<file path="src/rtl/instr_fetch_unit.sv">
// Instruction fetch unit: owns the PC, issues in-order fetches to instruction
// memory and hands returned words to decode through a 2-entry FIFO.
// A redirect flushes the FIFO and counts still-outstanding responses as drops.
module instr_fetch_unit #(
    parameter int unsigned          PC_W     = 32,
    parameter logic [PC_W-1:0]      RESET_PC = '0,
    parameter int unsigned          DEPTH    = 2
) (
    input  logic             clk,
    input  logic             rst,
    output logic             imem_req_valid,
    input  logic             imem_req_ready,
    output logic [PC_W-1:0]  imem_req_addr,
    input  logic             imem_rsp_valid,
    input  logic [31:0]      imem_rsp_data,
    output logic [31:0]      word,
    output logic [PC_W-1:0]  word_pc,
    output logic             word_valid,
    input  logic             word_ready,
    input  logic             redirect,
    input  logic [PC_W-1:0]  redirect_target,
    output logic             err
);

    logic [PC_W-1:0] pc;

    // output FIFO: instruction word plus the PC it was fetched from
    logic [31:0]     fifo_data [2];
    logic [PC_W-1:0] fifo_pc   [2];
    logic            fifo_rd;
    logic            fifo_wr;
    logic [1:0]      fifo_cnt;

    // addresses of outstanding requests, oldest at aq_rd
    logic [PC_W-1:0] aq [2];
    logic            aq_rd;
    logic            aq_wr;
    logic [1:0]      inflight;

    // responses still owed by memory for requests killed by a redirect
    logic [1:0]      drop_cnt;
    logic            err_q;

    logic [2:0]      occ;
    logic            req_fire;
    logic            pop;
    logic            rsp_drop;
    logic            rsp_keep;
    logic            rsp_orphan;
    logic            rsp_owed;
    logic            unused_target_lsb;

    // every slot (buffered, in flight or pending drop) counts against capacity,
    // which is what makes a push into a full FIFO impossible
    assign occ            = {1'b0, fifo_cnt} + {1'b0, inflight} + {1'b0, drop_cnt};
    assign imem_req_valid = !rst && !redirect && (occ < 3'(DEPTH));
    assign imem_req_addr  = pc;
    assign req_fire       = imem_req_valid && imem_req_ready;

    assign word_valid = !rst && (fifo_cnt != 2'd0);
    assign word       = fifo_data[fifo_rd];
    assign word_pc    = fifo_pc[fifo_rd];
    assign pop        = word_valid && word_ready;
    assign err        = err_q;

    // responses are matched to requests purely by order
    assign rsp_owed   = (drop_cnt != 2'd0) || (inflight != 2'd0);
    assign rsp_drop   = imem_rsp_valid && (drop_cnt != 2'd0);
    assign rsp_keep   = imem_rsp_valid && (drop_cnt == 2'd0) && (inflight != 2'd0);
    assign rsp_orphan = imem_rsp_valid && !rsp_owed;

    // redirect targets are forced word aligned, so the low bits are ignored
    assign unused_target_lsb = ^redirect_target[1:0];

    // PC, request/response bookkeeping, FIFO and sticky error
    always_ff @(posedge clk) begin
        if (rst) begin
            pc       <= RESET_PC;
            fifo_rd  <= 1'b0;
            fifo_wr  <= 1'b0;
            fifo_cnt <= 2'd0;
            aq_rd    <= 1'b0;
            aq_wr    <= 1'b0;
            inflight <= 2'd0;
            drop_cnt <= 2'd0;
            err_q    <= 1'b0;
            for (int i = 0; i < 2; i++) begin
                fifo_data[i] <= '0;
                fifo_pc[i]   <= '0;
                aq[i]        <= '0;
            end
        end else if (redirect) begin
            // flush everything younger; the same-cycle response is one of the
            // owed ones, so it is discarded and subtracted from the debt
            pc       <= {redirect_target[PC_W-1:2], 2'b00};
            fifo_rd  <= 1'b0;
            fifo_wr  <= 1'b0;
            fifo_cnt <= 2'd0;
            aq_rd    <= 1'b0;
            aq_wr    <= 1'b0;
            inflight <= 2'd0;
            drop_cnt <= drop_cnt + inflight - 2'(imem_rsp_valid && rsp_owed);
            if (rsp_orphan) err_q <= 1'b1;
        end else begin
            if (req_fire) begin
                pc        <= pc + PC_W'(4);
                aq[aq_wr] <= pc;
                aq_wr     <= ~aq_wr;
            end
            if (rsp_keep) begin
                fifo_data[fifo_wr] <= imem_rsp_data;
                fifo_pc[fifo_wr]   <= aq[aq_rd];
                fifo_wr            <= ~fifo_wr;
                aq_rd              <= ~aq_rd;
            end
            if (pop) fifo_rd <= ~fifo_rd;
            if (rsp_drop) drop_cnt <= drop_cnt - 2'd1;
            if (rsp_orphan) err_q <= 1'b1;
            inflight <= inflight + 2'(req_fire) - 2'(rsp_keep);
            fifo_cnt <= fifo_cnt + 2'(rsp_keep) - 2'(pop);
        end
    end

endmodule
</file>
<file path="config.mk">
export PLATFORM = sky130hd
export DESIGN_NAME = instr_fetch_unit
export DESIGN_NICKNAME = d
export VERILOG_FILES = /design/src/rtl/instr_fetch_unit.sv
export SDC_FILE = /design/constraint.sdc
export NUM_CORES = 1
export LEC_CHECK = 0
export ABC_CLOCK_PERIOD_IN_PS = 4250
export CAP_MARGIN = 10
export CORE_MARGIN = 5
export CORE_UTILIZATION = 54
export DETAILED_ROUTE_END_ITERATION = 10
export PLACE_DENSITY_LB_ADDON = 0.3
export SYNTH_ARGS = -nofsm -noshare
export SYNTH_HDL_FRONTEND = slang
export SYNTH_SLANG_ARGS = --single-unit
</file>
<file path="constraint.sdc">
create_clock -name clk -period 4.25 [get_ports clk]
set_input_delay 0.425 -clock clk [delete_from_list [all_inputs] [get_ports clk]]
set_output_delay 0.425 -clock clk [all_outputs]
set_load 0.01 [all_outputs]
</file>
# [Word-level counts from Yosys, hierarchy flattened]
# Memory sizes are Yosys's and may differ from the RTL's. A register that Yosys moved wholly into a read port is not among the register bits.
# Cells that the tools add are included.
[totals] register_bits=43 ramBits=192 n_memories=3
[mem_list] memory="aq" depth=2 word_bits=32 read_ports=1 rd_clocked_by_memory_dff=1 write_ports=2 line="35" rtl="logic [PC_W-1:0] aq [2];"
[mem_list] memory="fifo_data" depth=2 word_bits=32 read_ports=1 rd_clocked_by_memory_dff=1 write_ports=2 line="28" rtl="logic [31:0] fifo_data [2];"
[mem_list] memory="fifo_pc" depth=2 word_bits=32 read_ports=1 rd_clocked_by_memory_dff=1 write_ports=2 line="29" rtl="logic [PC_W-1:0] fifo_pc [2];"
[classes] add_sub_neg=10 n_lt_le_gt_ge=1 n_mux=29 bitwise_logic=4 n_reduce_logical=24
[ops] operator="32-bit 2-to-1 mux" n=5
[ops] operator="32-bit OR reduction" n=3
[ops] operator="32-bit by 3-bit adder with 32-bit output (second input constant)" n=1
[ops] operator="1-bit 2-to-1 mux" n=22
[ops] operator="1-bit logical AND" n=10
[ops] operator="2-bit nonzero test" n=5
[ops] operator="2-bit by 1-bit subtractor with 2-bit output" n=3
[ops] operator="2-bit by 1-bit adder with 2-bit output" n=2
[ops] operator="2-bit 2-to-1 mux" n=2
[ops] operator="1-bit inverter" n=4
[ops] operator="2-bit by 2-bit adder with 3-bit output" n=1
[ops] operator="3-bit by 2-bit adder with 3-bit output" n=1
[ops] operator="1-bit zero test" n=3
[ops] operator="3-bit by 2-bit < comparator with 1-bit output (second input constant)" n=1
[ops] operator="2-bit adder" n=1
[ops] operator="2-bit zero test" n=1
[ops] operator="2-bit OR reduction" n=1
[ops] operator="2-bit by 1-bit subtractor with 2-bit output (second input constant)" n=1
[ops] operator="1-bit logical OR" n=1

# [Depth between registers and ports, before layout]
[depth] word_depth=11 depth_mapped=16 mapped_depth_nobuf=13

# [Least setup slack after synthesis]
# OpenSTA, ideal clock, no wires.
[synth_path] path_kind="reg-to-reg" from="register inflight[1]" to="register inflight[1]" arrival_time_ns=3.190 slack_ns=0.933 stages_incl_launch_ff=17 period_less_slack_ns=3.317 path_cell_list="dfxtp_1 -> inv_1 -> fa_1 -> inv_1 -> ha_1 -> nor4b_4 -> and2_2 -> inv_1 -> buf_6 -> clkbuf_1 -> buf_1 -> ha_1 -> inv_1 -> ha_1 -> xnor2_1 -> xnor2_1 -> nor2_1"
[synth_via] elab_chain_cells=7 word_cells_on_any_way=9
[synth_lines] item="start, declared" line="38" rtl="logic [1:0] inflight;"
[synth_lines] item="start signal, assigned" line="119" rtl="inflight <= inflight + 2'(req_fire) - 2'(rsp_keep);"
[synth_lines] item="2-bit by 2-bit adder with 3-bit output" line="55" rtl="assign occ = {1'b0, fifo_cnt} + {1'b0, inflight} + {1'b0, drop_cnt};"
[synth_lines] item="3-bit by 2-bit adder with 3-bit output" line="55"
[synth_lines] item="3-bit by 2-bit < comparator with 1-bit output" line="56" rtl="assign imem_req_valid = !rst && !redirect && (occ < 3'(DEPTH));"
[synth_lines] item="1-bit logical AND" line="56"
[synth_lines] item="1-bit logical AND" line="58" rtl="assign req_fire = imem_req_valid && imem_req_ready;"
[synth_lines] item="2-bit by 1-bit adder with 2-bit output" line="119"
[synth_lines] item="2-bit by 1-bit subtractor with 2-bit output *" line="119"
# Every way passes the cells marked *; elsewhere a longest branch is shown, timed or not.
# A chain may end at the register's enable or synchronous reset.

# [Final worst setup path]
[layout_path] from="register inflight[1]" to="output imem_req_valid"
[layout_via] elab_chain_cells=4
[layout_lines] item="2-bit by 2-bit adder with 3-bit output" line="55"
[layout_lines] item="3-bit by 2-bit adder with 3-bit output" line="55"
[layout_lines] item="3-bit by 2-bit < comparator with 1-bit output" line="56"
[layout_lines] item="1-bit logical AND" line="56"
[layout_lines] item="end, declared" line="11" rtl="output logic imem_req_valid,"
# No other way between the ends.

==> metrics.yaml <==
floorplan:
  start_util_pct: 54.8
  die_x_um: 148
  rows: 50
  chipHeight_um: 148
  coreArea_um2: 18700
  dieArea_um2: 21800
  io_pins: 169
synth:
  synth_area_leaders: "edfxtp_1 54%, dfxtp_1 8.4%, mux2_2 6.8%"
  muxShareOfSynthArea_pct: 9.85
  synth_top_area_share_pct: 53.9
  synth_edf_count: 184
  ys_async_sr_fraction_pct: 0
  ys_seq_elements: 227
  yosys.cell_types.count: 51
  synthAdderAreaFrac_pct: 1.42
  yosysTopAreaCell: "edfxtp_1"
  synth_ff_type: "edfxtp_1"
  yosysSeqAreaShare_pct: 62.4
  syn_area_um2: 10200
  synth-simple-area-share_pct: 16.6
  synth_top_family_by_area: "simple AND/OR/NAND/NOR gates"
  synth-warning-count: 0
  synth_compound_area_share_pct: 4.39
  synth_cells: 817
  synth_xor_xnor_area_share_pct: 2.39
  avgSynthCellArea_um2: 12.5
clocking:
  cts_setup_buffers: 0
  cts_resized: 0
  cts_buffers: 24
  cts_tree: "done"
  cts_buffer_depth: 3
  cts.htree.levels: 1
  cts-root-buf: "clkbuf_16"
  cts_sinks: 227
  clk-insertion-delay-late_ns: 0.51
  clk_pin_slew_ns: 0.06
  cts_hold_buffers: 0
sta:
  tightest_slew_ns: 0.980
  finalHoldViolCount: 0
  finalCriticalPeriod_ns: 3.41
  maxSlewViolCount: 0
  max-slew-margin-rel_pct: 34.6
  setup_viol: 0
  rsz0062_at_grt: "false"
  period_share_pct: 80.2
  max_freq_mhz: 294
  clock_skew_ns: 0.0105
  setup_tns_ns: 0
  fin_hold_ws_ns: 0.478
critical_path:
  required_ns: 3.83
  critPathKind: "reg2out"
  arrival_ns: 2.98
  path_max_fanout: 7
  start_kind: "flip-flop"
  crit_path_end_kind: "output port"
  r2r_start: "inflight[1]$_SDFF_PP0_"
  worstSetupStartpoint: "inflight[1]$_SDFF_PP0_"
detailed_routing:
  drc: 0
  drt_pass1_iterations: 5
  vias: 6756
  wire_per_inst_um: 17.9
  viasPerCell: 5.56
  drt_wl_total_mm: 21.8
  ant_nets: 0
  drt_iter0_markers: 359
power_and_ir_drop:
  ir_drop_mv: 0.264
  leakage_nw: 4.72
  power_density_nw_per_um2: 391
placement:
  place.gp.congestion: 0.787
  place_hpwl_mm: 14.4
  io_buffers: 162
outcome:
  status: "finished clean"
final_layout:
  antennaDiodeCount: 0
  final_cell_mix: "184 x edfxtp_1, 162 x clkdlybuf4s50_1, 106 x and2_1, 93 x nor2_1, 62 x mux2_2"
  final_nets: 1046
  syn2layout_area_growth_pct: 25.4
  drive_gt1_share_pct: 12.0
  mostFrequentLayoutCell: "edfxtp_1"
worst_hold_path:
  hold_path.class: "in2reg"
  hp-start: "redirect_target[6]"
global_routing:
  grt_max_degree: 63
  grt_pass1_vias: 6864
  use_met2_pct: 33.0
  gr-usage-met3_pct: 3.34
  grt_pass1_wl_mm: 35.2
  grt.busiest_layer: "met2"
  grt_use_total_pct: 19.9
  antenna_found_initial: 0
  met1_usage_pct: 27.1
  grt-ovfl-total: 0
flow_run:
  maxCapViolCount: 0
[worst paths after layout]
kind	endpoint	slack, ns	cells past startpoint
setup / recovery	imem_req_valid	0.84	8
hold / removal	imem_req_addr[6]$_SDFFE_PP0P_	0.48	3
setup reg to reg	aq[0][7]$_SDFFCE_PN0P_	0.85	10
hold reg to reg	fifo_rd$_SDFFE_PP0P_	0.53	2
[sequential cells by signal, indices dropped and copies added, names as in the netlist, 2 cells and up, named ones only]
signal / count
fifo_data: 64
aq: 60
fifo_pc: 60
imem_req_addr: 30
drop_cnt: 2
fifo_cnt: 2
inflight: 2
[per-stage QoR]
stage	setup WS (ns)	power [mW]	utilization, %	instance area (µm²)	instances
2_1_floorplan	0.933	2.83	-	10300	820
3_3_place_gp	0.871	3.05	64.6	12100	1173
3_5_place_dp	0.837	3.07	64.6	12100	1173
4_1_cts	0.813	5.05	68.7	12800	1216
5_1_grt	0.554	5.21	68.7	12800	1216
6_report	0.843	5.02	68.7	12800	1216
[routing by layer]
layer | up-vias | part of all wire (%) | routed length [µm]
li1 | 3236 | - | -
met1 | 3210 | 42 | 9180
met2 | 268 | 47 | 10300
met3 | 42 | 7.8 | 1710
met4 | 0 | 2.7 | 597
met5 | - | 0 | 0
[synthesized netlist by cell type (all sizes together), types with 3 or more instances]
master	count
mux2i	31
edfxtp	184
buf	9
nand3	11
a21o	3
and2	107
nand2	22
nor2	93
a21oi	17
xnor2	22
nor4	4
mux2	62
inv	15
nand4	11
o21ai	6
xor2	6
clkbuf	49
dfxtp	43
o22ai	8
ha	10
and4	6
and3	38
or2	3
a211oi	5
nor3	10
a32oi	3
a31oi	13
[logic make-up (layout without fill, tap and decap cells)]
logic type               Yosys count  count (layout)
other                              1               4
AO/OA/AOI/OAI                     69              69
adder cells (fa/ha/maj)           11              11
flip-flops                       227             227
buffers and inverters             73             235
multiplexers                      93              93
XOR/XNOR                          28              28
AND/OR/NAND/NOR                  315             315
[final cells by class]
cell class,count,area (µm²)
Sequential cell,227,6390
Fill cell,1370,5860
Multi-Input combinational cell,520,3570
Timing Repair Buffer,177,1780
Clock buffer,28,637
Tap cell,234,293
Clock inverter,15,120
Inverter,15,56.3
[worst max-delay path: stages, from the launching register on]
cell and delay (ns):
dfxtp_1 0.38, inv_1 0.10, fa_1 0.52, inv_1 0.05, ha_1 0.19, xor2_1 0.45
nand2_1 0.10, nor2_1 0.13, clkdlybuf4s50_1 0.56
[power by group]
part           switching, mW  total (mW)  internal [mW]  leakage, nW
Combinational          0.224       0.456          0.233         2.10
Sequential            0.0661        2.56           2.50         2.26
Clock                  0.816        2.00           1.19        0.366
Total                   1.11        5.02           3.92         4.72
(Power assumes the default switching activity.)
==> variant 1: new RTL, config.mk and constraints unchanged <==
The parameter `PC_W` goes from 32 to 64.
--- a/src/rtl/instr_fetch_unit.sv
+++ b/src/rtl/instr_fetch_unit.sv
@@ -2,7 +2,7 @@
 // memory and hands returned words to decode through a 2-entry FIFO.
 // A redirect flushes the FIFO and counts still-outstanding responses as drops.
 module instr_fetch_unit #(
-    parameter int unsigned          PC_W     = 32,
+    parameter int unsigned          PC_W     = 64,
     parameter logic [PC_W-1:0]      RESET_PC = '0,
     parameter int unsigned          DEPTH    = 2
 ) (
Ports: changed (resized imem_req_addr, redirect_target and word_pc); port bits go from 169 to 265. No check against the original RTL was run, so the function may have changed too.
==> variant 1 against the original RTL <==
Combinational power increased by 70%; wire length rose by 100%; sequential cell count increased by 160; synthesized area rose by 69%; hold slack lost 0.033 ns; count of clock-buffer cells in the layout rose by 31; cell area grew 68%; worst setup slack lost 0.42 ns; total power rose by 72%.
==> variant 1: results (changes against the original RTL) <==
first-pass GRT wire length 68300 µm (was 35200 µm); Post-DP HPWL 28400 µm (was 14400 µm); largest stage delay on the critical path 0.63 ns (was 0.56 ns); Routed wire per std cell 21.2 µm (was 17.9 µm); Arr. time, crit path 4.27 ns (was 2.98 ns); placed instance count 1995 (was 1173); R2R Setup Slk 0.42 ns (was 0.85 ns); Yosys cell types 54 (was 51); initial antenna violation count 3 (was 0); GPL Wtd Cong 0.889 (was 0.787); Cell Area, Placed 20300 µm² (was 12100 µm²); leakage power 7.84 nW (was 4.72 nW); CP delay by family, top simple AND/OR/NAND/NOR gates (was buffers and inverters); vias per inst 5.79 (was 5.56); Worst VDD drop 329 µV (was 264 µV); part of the Yosys area used for sequential elements 62.9% (was 62.4%); setup bufs post-CTS 0 (unchanged); GRT Util Overall 24.1% (was 19.9%); Synth Area per Inst 12.3 µm² (was 12.5 µm²); TritonCTS Buffers 40 (was 24); max_slew headroom 19.3% (was 34.6%); worst slack, placed 0.484 ns (was 0.837 ns); main area contributors after synthesis edfxtp_1 (54%), dfxtp_1 (8.7%), mux2_2 (6.3%) (was edfxtp_1 (54%), dfxtp_1 (8.4%), mux2_2 (6.8%)); largest net degree at the start of global routing 77 (was 63); number of enable flip-flop cells after synthesis 312 (was 184); commonest cells in the netlist edfxtp_1 (312), nor2_1 (192), and2_1 (123) (was edfxtp_1 (184), and2_1 (106), nor2_1 (93)); status finished, final reports clean (unchanged); NumNets Final 1748 (was 1046); synth warn 0 (unchanged); share of layout cells above drive strength 1 12.2% (was 12.0%); routed wire length 43800 µm (was 21800 µm); Port-buffer cells 258 (was 162); Slowest-stage cell, CP buf_4 (was clkdlybuf4s50_1); H-tree Lvls 2 (was 1); vias in the first global route 11900 (was 6864); Clock Skews 0.0135 ns (was 0.0105 ns); Max Fanout on Critical Path 76 (was 7); shortest period the worst path allows 3.83 ns (was 3.41 ns); Largest regs aq (124), fifo_pc (124), fifo_data (64) (was fifo_data (64), aq (60), fifo_pc (60)); DR iter-0 viols 942 (was 359)
-- variant 1: through the flow --
stage                     hold WS (ns)  utilization [%]  power (mW)
after global placement           0.490             64.3        5.23
after global routing             0.442             68.4        8.93
after detailed placement         0.508             64.3        5.25
after CTS                        0.411             68.4        8.69
after floorplan                  0.481                -        4.82
final                            0.445             68.4        8.65
-- variant 1: cell type report --
class                      count  area, µm²
fill                        2228       9960
timing repair buffer         284       2810
sequential                   387      10900
clock buffer                  59       1150
clock inverter                15        155
inverter                      20       75.1
tap                          402        503
multi-input combinational    902       6010
-- variant 1: per-layer routing --
metal,wire [µm],GRT usage (%),up-vias
met5,51,0,-
met4,1160,7.20,6
met3,3760,5.42,74
met2,21200,39.8,526
met1,17700,32.2,5836
li1,-,-,5528
-- variant 1: worst register-to-register path, stage by stage, from the launching register on --
cell and delay [ns]:
dfxtp_1 0.37, inv_1 0.09, fa_1 0.52, inv_1 0.05
ha_1 0.32, nand2b_1 0.22, nor3_4 0.20, buf_4 0.63
nand4_1 0.56, nor4_1 0.44, xnor2_1 0.13, a211oi_1 0.23
-- variant 1: power breakdown --
group | switching [mW] | internal, mW | leakage, nW
registers | 0.136 | 4.26 | 3.85
clock network | 1.40 | 2.07 | 0.642
logic | 0.411 | 0.366 | 3.35
total | 1.95 | 6.70 | 7.84
-- variant 1: worst paths after layout --
path / start / to / depth (start not counted)
max: inflight[1]$_SDFF_PP0_ / imem_req_addr[57]$_SDFFE_PP0P_ / 11
min: rst / flop / 3
max reg2reg: inflight[1]$_SDFF_PP0_ / imem_req_addr[57]$_SDFFE_PP0P_ / 11
min reg2reg: aq_rd$_SDFFE_PP0P_ / flop / 2
-- variant 1: cells by family (layout without fill, tap and decap cells) --
| family | Yosys count | after routing | share of synthesized area [%] |
|---|---|---|---|
| flip-flops | 387 | 387 | 62.9 |
| AO/OA/AOI/OAI | 99 | 99 | 3.66 |
| AND/OR/NAND/NOR | 571 | 571 | 17.1 |
| XOR/XNOR | 50 | 50 | 2.53 |
| buffers and inverters | 116 | 378 | 2.66 |
| multiplexers | 167 | 167 | 10.4 |
| other | 1 | 4 | 0.0217 |
| adder cells (fa/ha/maj) | 11 | 11 | 0.839 |
==> variant 2: new RTL, same settings <==
Made on the original files. Make the reset (`rst`) asynchronous in one clocked block.
--- a/src/rtl/instr_fetch_unit.sv
+++ b/src/rtl/instr_fetch_unit.sv
@@ -73,7 +73,7 @@
     assign unused_target_lsb = ^redirect_target[1:0];
 
     // PC, request/response bookkeeping, FIFO and sticky error
-    always_ff @(posedge clk) begin
+    always_ff @(posedge clk or posedge rst) begin
         if (rst) begin
             pc       <= RESET_PC;
             fifo_rd  <= 1'b0;
Function: differs if rst is asserted again (counterexample within 4 cycles, from zero or initial values and one cycle with rst high); with rst held inactive, the same outputs for 4 cycles.
==> variant 2 against the original RTL <==
Synthesized cell count up 3.8%; sequential cell count down 2; cell area up 0.88%; worst setup slack worse by 0.20 ns; synthesized area up 0.89%; non-clock buffer count up 1; wire length up 10%.
Power is not compared: it rests on default switching activity, and its combinational part moved more than twofold at a synthesized area within 25%.
==> variant 2: results (changes against the original RTL) <==
commonest cells in the netlist dfrtp_1 (225), mux2_2 (185), nor2_1 (74) (was edfxtp_1 (184), and2_1 (106), nor2_1 (93)); share of layout cells above drive strength 1 25.2% (was 12.0%); first-pass GRT wire length 39800 µm (was 35200 µm); Port-buffer cells 162 (unchanged); H-tree Lvls 1 (unchanged); Post-DP HPWL 16200 µm (was 14400 µm); max_slew headroom 33.5% (was 34.6%); Cell Area, Placed 12200 µm² (was 12100 µm²); Tightest Hold Check Type in -> async (was in -> reg); largest net degree at the start of global routing 71 (was 63); met1 Usage GRT 31.4% (was 27.1%); NumNets Final 1080 (was 1046); global routing usage on met2 36.9% (was 33.0%); DR iter-0 viols 585 (was 359); part of the Yosys area used for sequential elements 54.5% (was 62.4%); GPL Wtd Cong 0.793 (was 0.787); Post-synth top flop dfrtp_1 (was edfxtp_1); CP delay by family, top adder cells (was buffers and inverters); status finished, final reports clean (unchanged); main area contributors after synthesis dfrtp_1 (54%), mux2_2 (20%), a21oi_1 (3.1%) (was edfxtp_1 (54%), dfxtp_1 (8.4%), mux2_2 (6.8%)); Clock Skews 0.0113 ns (was 0.0105 ns); Area Growth Syn to Fin 25.4% (about the same); vias in the first global route 7624 (was 6864); Slowest-stage cell, CP or4b_4 (was clkdlybuf4s50_1); fillers 1398 (was 1370); vias per inst 5.76 (was 5.56); met3 wire length 1220 µm (was 1710 µm); initial antenna violation count 0 (unchanged); DR WL met2 11600 µm (was 10300 µm); Arr. time, crit path 3.97 ns (was 2.98 ns); setup bufs post-CTS 0 (unchanged); Max Fanout on Critical Path 16 (was 7); ys async rst share 100% (was 0%); xor/xnor share of the synthesized area 1.19% (was 2.39%); post-synthesis mux area share 23.3% (was 9.85%); Yosys cell types 55 (was 51); M1 WL 10700 µm (was 9180 µm); compound-gate portion of the synthesized area 7.65% (was 4.39%); worst slack, placed 0.785 ns (was 0.837 ns); Largest regs fifo_data (64), aq (60), fifo_pc (60) (unchanged); post-CTS sizing 0 (unchanged); Routed wire per std cell 19.2 µm (was 17.9 µm); leakage power roughly 5.8 nW; adder-cell share of the synthesized area 1.40% (was 1.42%); largest stage delay on the critical path 0.58 ns (was 0.56 ns); GRT Util Overall 22.3% (was 19.9%); met3 GRT Util 3.11% (was 3.34%); diode count 0 (unchanged)
[variant 2: changes by cell type after synthesis, sizes merged, moves of 20 or more]
| cell | unedited run | this run |
|---|---|---|
| dfrtp | 0 | 225 |
| edfxtp | 184 | 0 |
| mux2 | 62 | 186 |
| and2 | 107 | 3 |
| a21oi | 17 | 63 |
| dfxtp | 43 | 0 |
| and3 | 38 | 2 |
| clkbuf | 49 | 27 |
| buf | 9 | 29 |
[variant 2: final cells by class]
class,instances,share of cell area [%]
clock buffers,39,5.77
clock inverters,5,0.212
inverters,19,0.579
multi-input cells,551,33.9
flip-flops and latches,225,43.5
well taps,234,2.26
repair buffers,178,13.8
[variant 2: worst paths after layout]
path	start	to	slack (ns)	depth (start not counted)
max in group asynchronous	rst	aq_rd$_DFFE_PP0P_	2.94	4
worst min register to register	err$_DFFE_PP0P_	err$_DFFE_PP0P_	0.49	1
min in group clk	redirect	imem_req_addr[16]$_DFFE_PP0P_	0.46	5
worst max register to register	inflight[1]$_DFF_PP0_	inflight[1]$_DFF_PP0_	0.64	13
worst max-delay path	inflight[1]$_DFF_PP0_	inflight[1]$_DFF_PP0_	0.64	13
worst min-delay path	rst	imem_req_addr[24]$_DFFE_PP0P_	0.46	2
[variant 2: stage by stage]
stage	std cells	hold slack (ns)
finish	1251	0.456
global route	1251	0.445
CTS	1250	0.415
detailed placement	1206	0.461
global placement	1206	0.468
floorplan	851	0.457
[variant 2: where the power goes]
part | internal, mW | leakage (nW) | switching [mW]
Clock | 1.20 | 0.382 | 0.810
Sequential | 2.61 | 2.98 | 0.328
Combinational | 1.08 | 2.43 | 0.761
Total | 4.89 | 5.79 | 1.90
